<file path="config.mk">
export PLATFORM = sky130hd
export DESIGN_NAME = lcd_text_buffer
export DESIGN_NICKNAME = d
export VERILOG_FILES = /design/src/rtl/lcd_text_buffer.sv
export SDC_FILE = /design/constraint.sdc
export NUM_CORES = 1
export LEC_CHECK = 0
export CAP_MARGIN = 20
export CORE_ASPECT_RATIO = 1.25
export CORE_MARGIN = 3
export CORE_UTILIZATION = 40
export CTS_CLUSTER_DIAMETER = 150
export DETAILED_ROUTE_END_ITERATION = 10
export GPL_ROUTABILITY_DRIVEN = 1
export GPL_TIMING_DRIVEN = 0
export SLEW_MARGIN = 30
export SYNTH_ARGS = -nofsm -noshare
export SYNTH_HDL_FRONTEND = slang
export SYNTH_SLANG_ARGS = --single-unit
</file>
<file path="constraint.sdc">
create_clock -name clk -period 2.95 [get_ports clk]
set_clock_uncertainty 0.2 [all_clocks]
set_input_delay 0.295 -clock clk [delete_from_list [all_inputs] [get_ports clk]]
set_output_delay 0.295 -clock clk [all_outputs]
set_load 0.03 [all_outputs]
</file>
<file path="src/rtl/lcd_text_buffer.sv">
// Frame buffer for a 2x16 HD44780 display: tracks changed cells and hands them,
// one at a time and paced by a hold interval, to the single-character writer.
module lcd_text_buffer #(
    parameter int STEP_CYCLES = 100000
) (
    input  logic       clk,
    input  logic       rst,
    input  logic       wr_en,
    input  logic [4:0] wr_addr,
    input  logic [7:0] wr_data,
    output logic       out_valid,
    output logic [6:0] out_dir,
    output logic [7:0] out_char,
    input  logic       out_ready,
    output logic       busy
);

    typedef enum logic [1:0] {SCAN, ISSUE, HOLD} state_t;

    localparam logic [19:0] HOLD_LOAD = 20'(STEP_CYCLES - 1);

    state_t      state_reg, state_next;
    logic [4:0]  ptr_reg, ptr_next;
    logic [19:0] cnt_reg, cnt_next;
    logic        out_valid_next;
    logic [6:0]  out_dir_next;
    logic [7:0]  out_char_next;
    logic        latch;

    logic [7:0]  cell_chars [32];
    logic [31:0] dirty_bits;

    // Per-cell storage. A host write on the latch edge sets dirty again, so the
    // new character is re-sent after the old one already captured for output.
    genvar gi;
    generate
        for (gi = 0; gi < 32; gi++) begin : g_cell
            localparam logic [4:0] IDX = 5'(gi);
            logic [7:0] char_reg;
            logic       dirty_reg;

            always_ff @(posedge clk) begin
                if (rst) begin
                    char_reg  <= 8'h20;
                    dirty_reg <= 1'b1;
                end else if (wr_en && wr_addr == IDX) begin
                    char_reg  <= wr_data;
                    dirty_reg <= 1'b1;
                end else if (latch && ptr_reg == IDX) begin
                    dirty_reg <= 1'b0;
                end
            end

            assign cell_chars[gi] = char_reg;
            assign dirty_bits[gi] = dirty_reg;
        end
    endgenerate

    always_ff @(posedge clk) begin
        if (rst) begin
            state_reg <= SCAN;
            ptr_reg   <= 5'd0;
            cnt_reg   <= 20'd0;
            out_valid <= 1'b0;
            out_dir   <= 7'h00;
            out_char  <= 8'h00;
        end else begin
            state_reg <= state_next;
            ptr_reg   <= ptr_next;
            cnt_reg   <= cnt_next;
            out_valid <= out_valid_next;
            out_dir   <= out_dir_next;
            out_char  <= out_char_next;
        end
    end

    always_comb begin
        state_next     = state_reg;
        ptr_next       = ptr_reg;
        cnt_next       = cnt_reg;
        out_valid_next = out_valid;
        out_dir_next   = out_dir;
        out_char_next  = out_char;
        latch          = 1'b0;
        case (state_reg)
            SCAN: begin
                if (dirty_bits[ptr_reg]) begin
                    latch          = 1'b1;
                    out_dir_next   = {ptr_reg[4], 2'b00, ptr_reg[3:0]};
                    out_char_next  = cell_chars[ptr_reg];
                    out_valid_next = 1'b1;
                    state_next     = ISSUE;
                end else begin
                    ptr_next = ptr_reg + 5'd1;
                end
            end
            ISSUE: begin
                if (out_ready) begin
                    out_valid_next = 1'b0;
                    cnt_next       = HOLD_LOAD;
                    state_next     = HOLD;
                end
            end
            HOLD: begin
                // Pointer advances only after the hold, so scanning resumes at the next cell.
                if (cnt_reg == 20'd0) begin
                    ptr_next   = ptr_reg + 5'd1;
                    state_next = SCAN;
                end else begin
                    cnt_next = cnt_reg - 20'd1;
                end
            end
            default: state_next = SCAN;
        endcase
    end

    assign busy = (|dirty_bits) | (state_reg != SCAN);

endmodule

</file>
==> impl_metrics.yaml, run 1 <==
clock_network:
  max_root_sink_buffers: 3
  tritoncts.num_buffers: 35
  clock_tree.htree_level_count: 2
  post_cts_buffers: 0
  clk_latency_ns: 0.54
  post_cts_hold_buffer_count: 0
  clock_tree.root_cell: "clkbuf_16"
  clock_sinks: 329
  path_clk_slew_ns: 0.06
  tritoncts: "yes"
sta:
  slew-limit-headroom: 0.303
  post-route-min-period_ns: 2.94
  rsz0062_at_grt: "false"
  timing.final.crit_share: 0.998
  count_of_final_hold_check_violations: 0
  total_negative_setup_slack_ns: 0
  finalSetupViolCount: 0
  timing.fmax_mhz: 340
  timing.hold.ws_ns: 0.252
  maxSlewViolCount: 0
  worst_pin_slew_ns: 1.04
detailed_routing:
  met2RoutedLength_um: 25200
  vias: 12988
  initialDrtViolationCount: 1113
  wire_per_inst_um: 23.2
  drt-total-wl_um: 52000
  antenna_left: 0
  detail_route.wirelength.met1_um: 20800
  drc: 0
  top_layer: "met4"
  route.detailed.vias_per_inst: 5.79
  drtPass1Iterations: 7
  route.met3.wl_um: 2970
synth:
  post_synth_main_area_contributors: "dfxtp_1 (45%), nand2_1 (10%), mux2i_1 (8.0%)"
  synth_async_sr_flop_share: 0
  synth-seq-area-share: 0.446
  ys.warnings.count: 0
  synth_seq_cells: 329
  synth_area_leader_cell: "dfxtp_1"
  synthCells: 1676
  synthesis.area_um2: 14800
  syn-mean-instance-area_um2: 8.80
  edff_count_synth: 0
  post_synth_num_cell_types: 60
  yosysTopAreaCellShare: 0.446
  synth-main-ff-cell: "dfxtp_1"
cells_and_area:
  final_util: 0.466
  largest_register_ff_count: 256
  num_antenna_cells: 0
  multiInputGateArea_um2: 7640
  postLayoutCellArea_um2: 16900
  post_route_cells_drive_above_1_share: 0.109
  net_count_of_the_finished_layout: 1766
  fill_cells: 3539
  ff_latch_area_um2: 6590
  areaGrowthSynthToFinish_pct: 14.7
  layout_commonest_cell: "nand2_1"
  final_cell_mix: "nand2_1 (406), dfxtp_1 (329), a21oi_1 (175), nor2_1 (129), mux2i_1 (118)"
global_routing:
  maximum_number_of_pins_on_one_net_before_global_route_repair: 26
  first_global_vias: 12552
  grt_total_usage: 0.264
  antenna_violations_before_repair: 0
  global_route_wire_length_before_repair_um: 78000
  grt_overflow_total: 0
setup_path:
  critPathMaxFanout: 25
  worstPathCellList: "buf_8 > buf_6 > buf_4 > mux4_2 > a22oi_2 > nand4_1 > nor3_2 > nor3_1"
  worstSetupEndpointType: "flop"
  rr_worst_depth: 8
  critical_path_required_ns: 3.14
  worst_setup_path_start_kind: "flop"
  cp.arrival_ns: 3.13
  critical-path-max-stage-delay_ns: 0.39
  path_class: "reg -> reg"
  slowest_stage: "dfxtp_1"
power_and_ir_drop:
  seq_power_share: 0.371
  leakage_uw: 0.00551
  design_power_total_uw: 13100
  power_density_nw_per_um2: 776
  internal_power_uw: 8690
  power_frac_clock: 0.343
  netSwitchingFraction: 0.339
  power.switching_uw: 4450
  power.ir.vdd_worst_mv: 0.457
  p_comb_frac: 0.286
min_path:
  hold_path_class: "reg -> reg"
  timing.hold.worst_path_depth: 2
floorplanning:
  rows: 78
  die_area_um2: 39200
  die-width_um: 178
  effective_utilization_at_floorplan: 0.406
  boundaryPins: 34
  die_height_um: 221
  floorplan.core_area_um2: 36300
placement:
  place.detailed.hpwl_um: 37900
  portBuffers: 28
  globalplace.congestion: 0.945
  placedInstanceArea_um2: 15700
run_status:
  outcome: "finished clean"
run:
  maxCapViolations: 0
-- stage by stage --
stage	std cells	worst slack, ns
finish	2244	0.00704
global route	2244	0.00798
CTS	2245	-0.00131
detailed placement	2187	-0.571
global placement	2185	-0.537
floorplan	1677	0.567
-- path summary, 6_finish.rpt --
| kind | to | slack, ns | start |
|---|---|---|---|
| max | out_char[7] | 0.007 | ptr_reg[1] |
| min | g_cell[8].char_reg[3] | 0.25 | g_cell[8].char_reg[3] |
| max reg2reg | out_char[7] | 0.007 | ptr_reg[1] |
| min reg2reg | g_cell[8].char_reg[3] | 0.25 | g_cell[8].char_reg[3] |
-- power groups by stage --
stage / Sequential [µW] / Combinational, µW / Clock [µW]
after detailed placement: 4970 / 3630 / 0
after global placement: 4960 / 3580 / 0
after CTS: 4880 / 3680 / 4570
after global routing: 4910 / 4010 / 4720
after floorplan: 5020 / 2440 / 0
final: 4880 / 3750 / 4510
-- critical path, delay by kind of cell (launching register included) --
family / cells / cell delay, ns
and+or+nand+nor: 3 / 0.69
DFF: 1 / 0.39
buffers and inverters: 3 / 0.84
AOI/OAI and AO/OA: 1 / 0.27
muxes: 1 / 0.38
-- final cells by class --
class,instances,share of cell area
multi-input combinational,1221,0.451
sequential,329,0.389
clock buffer,51,0.0631
tap,480,0.0355
buffer,115,0.0351
timing repair buffer,30,0.0178
clock inverter,9,0.00577
inverter,9,0.00200
-- repair_timing --
action | in CTS | in global routing
gates resized for setup | 19 | 15
gates cloned | 0 | 0
pin swaps | 4 | 3
hold endpoints to repair | 0 | 0
setup endpoints to repair | 19 | 24
-- cells in the mapped netlist (5+ instances only) --
cell and n:
nand4_1 9, buf_4 14, nor2_1 136, o22ai_1 6, nand3_1 58, buf_1 6, a22oi_1 23, nor2b_1 9
a211o_1 18, and2_1 9, nor2_2 9, buf_2 8, buf_6 6, inv_1 8, nand2b_1 5, mux2_2 19
xnor2_1 9, mux4_2 46, ha_1 8, or3_1 7, nand2_1 406, o211ai_1 11, dfxtp_1 329, a41oi_1 16
clkbuf_1 84, a221oi_1 6, mux2i_1 118, nor4_1 13, nor3_1 39, a21oi_1 175
-- metal layers --
layer | global-route usage | vias to the layer above
li1 | - | 6005
met1 | 0.327 | 6323
met2 | 0.452 | 524
met3 | 0.0321 | 136
met4 | 0.139 | 0
met5 | 0 | -
-- cell families (layout without fill, tap and decap cells) --
logic type | count (synthesis) | after routing | share of synthesized area
buf+inv | 127 | 214 | 0.0396
mux | 184 | 184 | 0.166
other cells | 1 | 2 | 0.000254
simple gates | 719 | 719 | 0.207
xor+xnor | 13 | 13 | 0.00772
compound gates | 295 | 295 | 0.127
fa+ha+maj | 8 | 8 | 0.00679
flops | 329 | 329 | 0.446
Power figures use the tool's default switching activity.
==> run 2, diff against run 1 <==
- CORE_MARGIN: 3 -> not set
==> run 2 against run 1 <==
Net effect: first-iteration DRC count down 11%; hold slack improved by 0.00050 ns; total power up 0.56%; global-route usage is 0.98 points higher.
==> impl_metrics.yaml, run 2 (synthesis gave the netlist of run 1 again) <==
sta:
  finalSetupViolCount: 0
  slew-limit-headroom: 0.251
  post-route-min-period_ns: 2.94
  worst_pin_slew_ns: 1.12
  timing.final.crit_share: 0.996
  timing.fmax_mhz: 340
  rsz0062_at_grt: "false"
  worst_slack_ns: 0.0107
  maxSlewViolCount: 0
  total_negative_setup_slack_ns: 0
  count_of_final_hold_check_violations: 0
floorplanning:
  die_area_um2: 37700
  die-width_um: 174
  rows: 78
  die_height_um: 217
  effective_utilization_at_floorplan: 0.406
  floorplan.core_area_um2: 36300
  boundaryPins: 34
cells_and_area:
  areaGrowthSynthToFinish_pct: 14.8
  final_cell_mix: "nand2_1 (406), dfxtp_1 (329), a21oi_1 (175), nor2_1 (131), mux2i_1 (118)"
  postLayoutCellArea_um2: 16900
  ff_latch_area_um2: 6590
  net_count_of_the_finished_layout: 1769
  num_antenna_cells: 0
  multiInputGateArea_um2: 7620
  largest_register_ff_count: 256
  layout_commonest_cell: "nand2_1"
  fill_cells: 3551
  final_cells: 2246
  post_route_cells_drive_above_1_share: 0.105
clock_network:
  tritoncts.num_buffers: 35
  max_root_sink_buffers: 3
  clock_tree.root_cell: "clkbuf_16"
  clk_latency_ns: 0.54
  tritoncts: "yes"
  clock_sinks: 329
  clock_tree.htree_level_count: 2
  path_clk_slew_ns: 0.06
setup_path:
  worst_setup_path_start_kind: "flop"
  critical_path_required_ns: 2.46
  critical-path-max-stage-delay_ns: 0.61
  worstPathCellList: "nor4_2 > nand4_1 > or4_1 > dlygate4sd2_1"
  worstSetupEndpointType: "output pin"
  cp.arrival_ns: 2.44
  slowest_stage: "or4_1"
  path_class: "reg -> out"
  critPathMaxFanout: 3
placement:
  portBuffers: 28
  post-place-ws_ns: -0.559
  dp_cell_count: 2186
  placedInstanceArea_um2: 15700
  place.detailed.hpwl_um: 37900
  globalplace.congestion: 0.942
global_routing:
  global_route_wire_length_before_repair_um: 78200
  grt_overflow_total: 0
  grt_total_usage: 0.274
  maximum_number_of_pins_on_one_net_before_global_route_repair: 26
  antenna_violations_before_repair: 0
  first_global_vias: 12785
power_and_ir_drop:
  design_power_total_uw: 13200
  leakage_uw: 0.00552
  power.ir.vdd_worst_mv: 0.555
  power_density_nw_per_um2: 780
detailed_routing:
  wire_per_inst_um: 23.1
  drc: 0
  route.detailed.vias_per_inst: 5.81
  initialDrtViolationCount: 991
  antenna_left: 0
  drt-total-wl_um: 51900
  vias: 13046
  drtPass1Iterations: 5
run_status:
  outcome: "finished clean"
run:
  maxCapViolations: 0
min_path:
  hold_path_class: "reg -> reg"
==> run 2: power by group <==
group          switching [µW]  total [µW]  internal (µW)  leakage, µW
clock                    1860        4580           2720     0.000573
sequential                193        4880           4690      0.00266
combinational            2410        3750           1340      0.00229
total                    4470       13200           8750      0.00552
==> run 2: final timing paths <==
| path | end | startpoint | cells after the start | slack (ns) |
|---|---|---|---|---|
| worst max register to register | out_char[2] | ptr_reg[3] | 9 | 0.01 |
| worst min-delay path | g_cell[8].char_reg[4] | g_cell[8].char_reg[4] | 2 | 0.25 |
| worst max-delay path | busy | g_cell[31].dirty_reg | 4 | 0.01 |
| worst min register to register | g_cell[8].char_reg[4] | g_cell[8].char_reg[4] | 2 | 0.25 |
==> run 2: cell type report <==
| class | instances | area share |
|---|---|---|
| Sequential cell | 329 | 0.389 |
| Buffer | 115 | 0.0358 |
| Multi-Input combinational cell | 1221 | 0.450 |
| Clock buffer | 49 | 0.0590 |
| Timing Repair Buffer | 33 | 0.0189 |
| Inverter | 9 | 0.00200 |
| Tap cell | 480 | 0.0355 |
| Clock inverter | 10 | 0.00975 |
==> run 2: critical path: cells and delay by family, from the launching register on <==
family	cells	cell delay [ns]
buffers and inverters	1	0.39
and+or+nand+nor	3	1.15
DFF	1	0.37
==> run 2: what timing repair did <==
item                                    in CTS  in global routing
setup buffers                                0                  4
hold buffers                                 0                  0
resized for setup                           15                 18
pin swaps                                    4                  3
endpoints found under the setup margin      19                 22
==> run 2: through the flow <==
| stage | hold WS [ns] | util |
|---|---|---|
| final | 0.252 | 0.466 |
| after global routing | 0.265 | 0.466 |
| after CTS | 0.254 | 0.464 |
| after detailed placement | 0.246 | 0.431 |
| after global placement | 0.238 | 0.431 |
| after floorplan | 0.223 | - |
==> run 2: layer usage <==
layer  up-vias  GRT usage  wire [µm]
met1      6375      0.327      20800
met5         -          0          0
met4         0      0.164       3170
met3       150     0.0333       2920
li1       6017          -          -
met2       504      0.472      24900
